===== config.mk =====
export PLATFORM = sky130hd
export DESIGN_NAME = mem_access_ctrl
export DESIGN_NICKNAME = d
export VERILOG_FILES = /design/src/rtl/mem_access_ctrl.sv
export SDC_FILE = /design/constraint.sdc
export NUM_CORES = 1
export LEC_CHECK = 0
export ABC_CLOCK_PERIOD_IN_PS = 1700
export BUFFER_PORTS_ARGS = -buffer_cell sky130_fd_sc_hd__buf_4
export CAP_MARGIN = 15
export CORE_AREA = 2 2 63 59
export CTS_CLUSTER_SIZE = 10
export DETAILED_ROUTE_END_ITERATION = 10
export DIE_AREA = 0 0 65 61
export GPL_TIMING_DRIVEN = 0
export PLACE_DENSITY = 0.79
export SYNTH_ARGS = -nofsm -noshare
export SYNTH_HDL_FRONTEND = slang
export SYNTH_SLANG_ARGS = --single-unit

===== constraint.sdc =====
create_clock -name clk -period 1.7 [get_ports clk]
set_clock_uncertainty 0.05 [all_clocks]
set_input_delay 0.085 -clock clk [delete_from_list [all_inputs] [get_ports clk]]
set_output_delay 0.085 -clock clk [all_outputs]
set_load 0.01 [all_outputs]

===== src/rtl/mem_access_ctrl.sv =====
// Data-memory initiator: one load/store at a time over valid/ready,
// sequences mem_read/mem_write and returns a one-cycle response pulse.
module mem_access_ctrl #(
   parameter int MEM_LATENCY = 1,
   parameter int DATA_W      = 8,
   parameter int ADDR_W      = 8
) (
   input  logic              clk,
   input  logic              reset,
   input  logic              req_valid,
   output logic              req_ready,
   input  logic              req_is_write,
   input  logic [ADDR_W-1:0] req_addr,
   input  logic [DATA_W-1:0] req_wdata,
   output logic              resp_valid,
   output logic              resp_is_write,
   output logic [DATA_W-1:0] resp_rdata,
   output logic              mem_read,
   output logic              mem_write,
   output logic [ADDR_W-1:0] mem_addr,
   output logic [DATA_W-1:0] mem_wdata,
   input  logic [DATA_W-1:0] mem_rdata,
   output logic              busy
);

   typedef enum logic [1:0] {
      IDLE  = 2'd0,
      READ  = 2'd1,
      WRITE = 2'd2,
      RESP  = 2'd3
   } state_t;

   localparam logic [3:0] LAT_M1 = 4'(MEM_LATENCY - 1);

   state_t            state_q, state_d;
   logic [3:0]        cnt_q, cnt_d;
   logic [ADDR_W-1:0] addr_q, addr_d;
   logic [DATA_W-1:0] wdata_q, wdata_d;
   logic [DATA_W-1:0] rdata_q, rdata_d;
   logic              is_wr_q, is_wr_d;
   logic              accept;

   assign req_ready = (state_q == IDLE) || (state_q == RESP);
   assign accept    = req_valid && req_ready;

   always_ff @(posedge clk or negedge reset) begin
      if (!reset) begin
         state_q <= IDLE;
         cnt_q   <= '0;
         addr_q  <= '0;
         wdata_q <= '0;
         rdata_q <= '0;
         is_wr_q <= 1'b0;
      end else begin
         state_q <= state_d;
         cnt_q   <= cnt_d;
         addr_q  <= addr_d;
         wdata_q <= wdata_d;
         rdata_q <= rdata_d;
         is_wr_q <= is_wr_d;
      end
   end

   always_comb begin
      state_d = state_q;
      cnt_d   = cnt_q;
      addr_d  = addr_q;
      wdata_d = wdata_q;
      rdata_d = rdata_q;
      is_wr_d = is_wr_q;
      unique case (state_q)
         IDLE, RESP: begin
            state_d = IDLE;
            if (accept) begin
               addr_d  = req_addr;
               is_wr_d = req_is_write;
               cnt_d   = LAT_M1;
               if (req_is_write) begin
                  wdata_d = req_wdata;
                  state_d = WRITE;
               end else begin
                  state_d = READ;
               end
            end
         end
         READ: begin
            // Sample memory on the edge closing the last held cycle
            if (cnt_q == 4'd0) begin
               rdata_d = mem_rdata;
               state_d = RESP;
            end else begin
               cnt_d = cnt_q - 4'd1;
            end
         end
         WRITE: begin
            state_d = RESP;
         end
         default: state_d = IDLE;
      endcase
   end

   assign mem_read      = (state_q == READ);
   assign mem_write     = (state_q == WRITE);
   assign mem_addr      = addr_q;
   assign mem_wdata     = wdata_q;
   assign resp_valid    = (state_q == RESP);
   assign resp_is_write = is_wr_q;
   assign resp_rdata    = rdata_q;
   assign busy          = (state_q != IDLE);

endmodule

==> qor_table.md <==
| Step | Metric | This run |
|---|---|---|
| flow run | Max-cap check violation count | 0 |
| route | Detailed-route via count | 1,078 |
| cts | Max Root-Sink Buffers | 2 |
| logic synthesis | Synth Net Count | 129 |
| logic synthesis | Syn Inst Count | 95 |
| timing | Final slew viol count | 0 |
| layout | Most common cell after layout, fill and taps aside | buf_4 |
| power and ir drop | Total power after layout | 4060 uW |
| die | Placement Rows | 20 |
| logic synthesis | Leading cell types by total area after synthesis | dfrtp_1 58%, mux2_2 20%, ha_1 5.6% |
| cts | H-tree Lvls | 2 |
| layout | Share of cells above drive strength 1 | 55.4% |
| setup path | Critical Path Sink Type | register |
| route | Initial drt markers | 31 |
| logic synthesis | Mean post-synth cell area | 14.2 um^2 |
| cts | Clock root buffer | clkbuf_8 |
| logic synthesis | Post-synthesis cell area | 0.00135 mm^2 |
| route | Post-detailed-route wirelength per cell | 14.4 um |
| setup path | Crit start category | register |
| layout | Fin nets | 219 |
| outcome | Status | complete, no violations |
| die | Initial standard-cell utilization of the core | 41.1% |
| placement | Detail Placement HPWL | 2120 um |
| die | Placeable core region | 0.00328 mm^2 |
| placement | Total cell area at the placement stage | 0.00183 mm^2 |
| route | Sum of routed wire length over all layers | 3320 um |
| route | Met2 layer wire length in the routed design | 1800 um |
| power and ir drop | Leakage power | 0.00108 uW |
| timing | Hold Slack | 0.0691 ns |
| route | Vias per inst | 4.69 |
| cts | Sinks on Clock Net | 31 |
| setup path | Data required time of the critical path | 1.81 ns |
| layout | Number of inserted filler cells in the final layout | 233 |
| logic synthesis | Biggest area consumer among synthesized cells | dfrtp_1 |
| timing | Final-report hold violation count | 0 |
| die | Die Height | 61 um |
| route | Number of nets with antenna violations after detailed routing | 0 |
| power and ir drop | IR Drop Worst-Case VDD | 744 uV |
| timing | RSZ-0062 raised after global routing | no |
| timing | Final critical-path required period | 1.63 ns |
| logic synthesis | Distinct cell type count after synthesis | 20 |
| placement | Placed insts | 196 |
| hold path | Tightest Hold Check Type | primary input to register |
| setup path | Slowest stage cell on the critical path | dfrtp_1 |
| global route | Pin count of the biggest net entering global routing | 32 |
| power and ir drop | Ratio of total power to cell area | 1820 mW/mm^2 |
| die | I/O pin count | 58 |
| timing | Fmax achieved | 0.612 GHz |
| global route | Gr usage total | 18.0% |
| layout | Multi-input combinational cell area | 566 um^2 |
| setup path | Type of the setup path with the least slack | register to register |
| layout | Final std cells w/o fill | 230 |
| die | Width of the chip | 65 um |
| setup path | Cell chain of the critical path | inv_2, ha_4, and4bb_2, buf_6, mux2_2 |
| logic synthesis | Synth Register Bits | 31 |
| setup path | Setup slack of the worst register-to-register path | 0.07 ns |
| global route | Wire length of the first global-routing pass | 5110 um |
| timing | Final clock period utilization by the worst path | 96.1% |
| layout | Diodes inserted | 0 |
| layout | Final standard cell area without fillers | 0.00223 mm^2 |
| logic synthesis | Fraction of the yosys area taken by sequential cells | 57.6% |
| layout | Most frequent cells in the layout | 57 x buf_4, 30 x dfrtp_1, 25 x dlygate4sd3_1 |
| setup path | Kind of cell adding the most delay to the critical path | flip-flops |
| setup path | Worst stage delay on the critical path | 0.41 ns |
| logic synthesis | Top cell type's share of synthesized area | 57.6% |
| cts | Clock slew at reported path FFs | 0.06 ns |
| logic synthesis | Fraction of registers with async set or reset after synthesis | 100% |
| route | Top routing layer used | met4 |
| setup path | Critical path peak fanout | 10 |
| logic synthesis | Synthesis warning total | 0 |
| global route | Initial antenna violation count | 0 |
| setup path | Critical path data arrival time | 1.75 ns |
| timing | Max_slew headroom | 74.0% |
| layout | Sequential standard cell area | 777 um^2 |
| timing | Setup_tns | 0 ns |
| die | Die area | 0.00397 mm^2 |
| placement | Port Buffer Count | 57 |
| route | Met3 routed wirelength | 128 um |
| placement | RePlAce Congestion | 0.678 |
| cts | Clock latency reported for the late side of the worst-skew pair | 0.28 ns |
| cts | Number of buffers added by the clock tree synthesis step | 5 |
| logic synthesis | Post-synth EDFFs | 0 |
| timing | Number of setup violations in the final report | 0 |
| route | Routed metal-1 wirelength | 1290 um |
| global route | Number of global-route vias before repair | 1,096 |
| setup path | Buf/Inv on CP | 2 |
| route | Detailed-routing iteration count for the pre-antenna-repair pass | 4 |
| cts | CTS tree | done |
| global route | Remaining global-route overflow | 0 |
| timing | Slew of the pin with the lowest slew margin | 0.385 ns |
| layout | Layout overhead on the synthesized area | 65.7% |
| route | Drt drc | 0 |
| logic synthesis | Top_reg_cell synth | dfrtp_1 |
tightest hold or removal path: stages:
cell     delay [ns]
buf_4          0.11
nand2_4        0.09
o21ai_0        0.08
synth_stat cells (2+ instances only):
cell      count
a21oi_1       2
buf_4         2
nor2b_1       2
inv_1         8
nand2b_1      2
mux2i_1       4
mux2_2       24
o21ai_0       3
dfrtp_1      31
o31ai_1       2
ha_1          6
final cells by class:
class | instances | share of cell area, %
buffer | 2 | 1.01
clock buffer | 8 | 4.48
inverter | 8 | 1.34
multi-input combinational | 54 | 25.3
sequential | 31 | 34.8
tap | 44 | 2.46
timing repair buffer | 83 | 30.6
timing repair:
| action | CTS | global route |
|---|---|---|
| endpoints found under the hold margin | 54 | 1 |
| cloned | 0 | 1 |
| setup buffers | 0 | 0 |
| gates resized for setup | 2 | 10 |
| endpoints found under the setup margin | 18 | 28 |
| hold buffers | 24 | 1 |
sequential cells by signal, indices dropped and copies added, names as in the netlist:
name / flops
resp_is_write: 1
state_q: 2
cnt_q: 4
mem_addr: 8
mem_wdata: 8
resp_rdata: 8
cell families after synthesis:
family | Yosys count | synth area share [%]
AOI/OAI and AO/OA | 10 | 5.11
adders and majority gates | 6 | 5.57
buffers and inverters | 10 | 3.34
DFF | 31 | 57.6
muxes | 28 | 23.0
and+or+nand+nor | 10 | 5.38
path summary, 6_finish.rpt:
| kind | startpoint | cells past startpoint | to |
|---|---|---|---|
| setup / recovery | state_q[1] | 5 | resp_rdata[3] |
| hold / removal | req_is_write | 3 | resp_is_write |
| setup reg to reg | state_q[1] | 5 | resp_rdata[3] |
| hold reg to reg | mem_addr[4] | 1 | mem_addr[4] |
| max in group asynchronous | reset | 2 | state_q[0] |
| min in group asynchronous | reset | 2 | resp_rdata[2] |
metrics by stage:
step | utilization, % | setup WS, ns
floorplan | - | 0.0436
global placement | 55.8 | -0.0222
detailed placement | 55.8 | -0.0734
CTS | 66.4 | -0.0461
global route | 68.1 | 0.0205
finish | 68.1 | 0.0656
layer usage:
metal	track usage [%]	vias to the layer above
met5	0	-
met4	12.2	0
met3	3.53	9
met2	31.4	26
met1	20.6	539
li1	-	504
power breakdown:
| part | switching [uW] | internal (uW) |
|---|---|---|
| registers | 229 | 1110 |
| logic | 894 | 1200 |
| clock network | 255 | 369 |
| total | 1380 | 2680 |
Note: power is estimated with default switching activity, not from simulation.
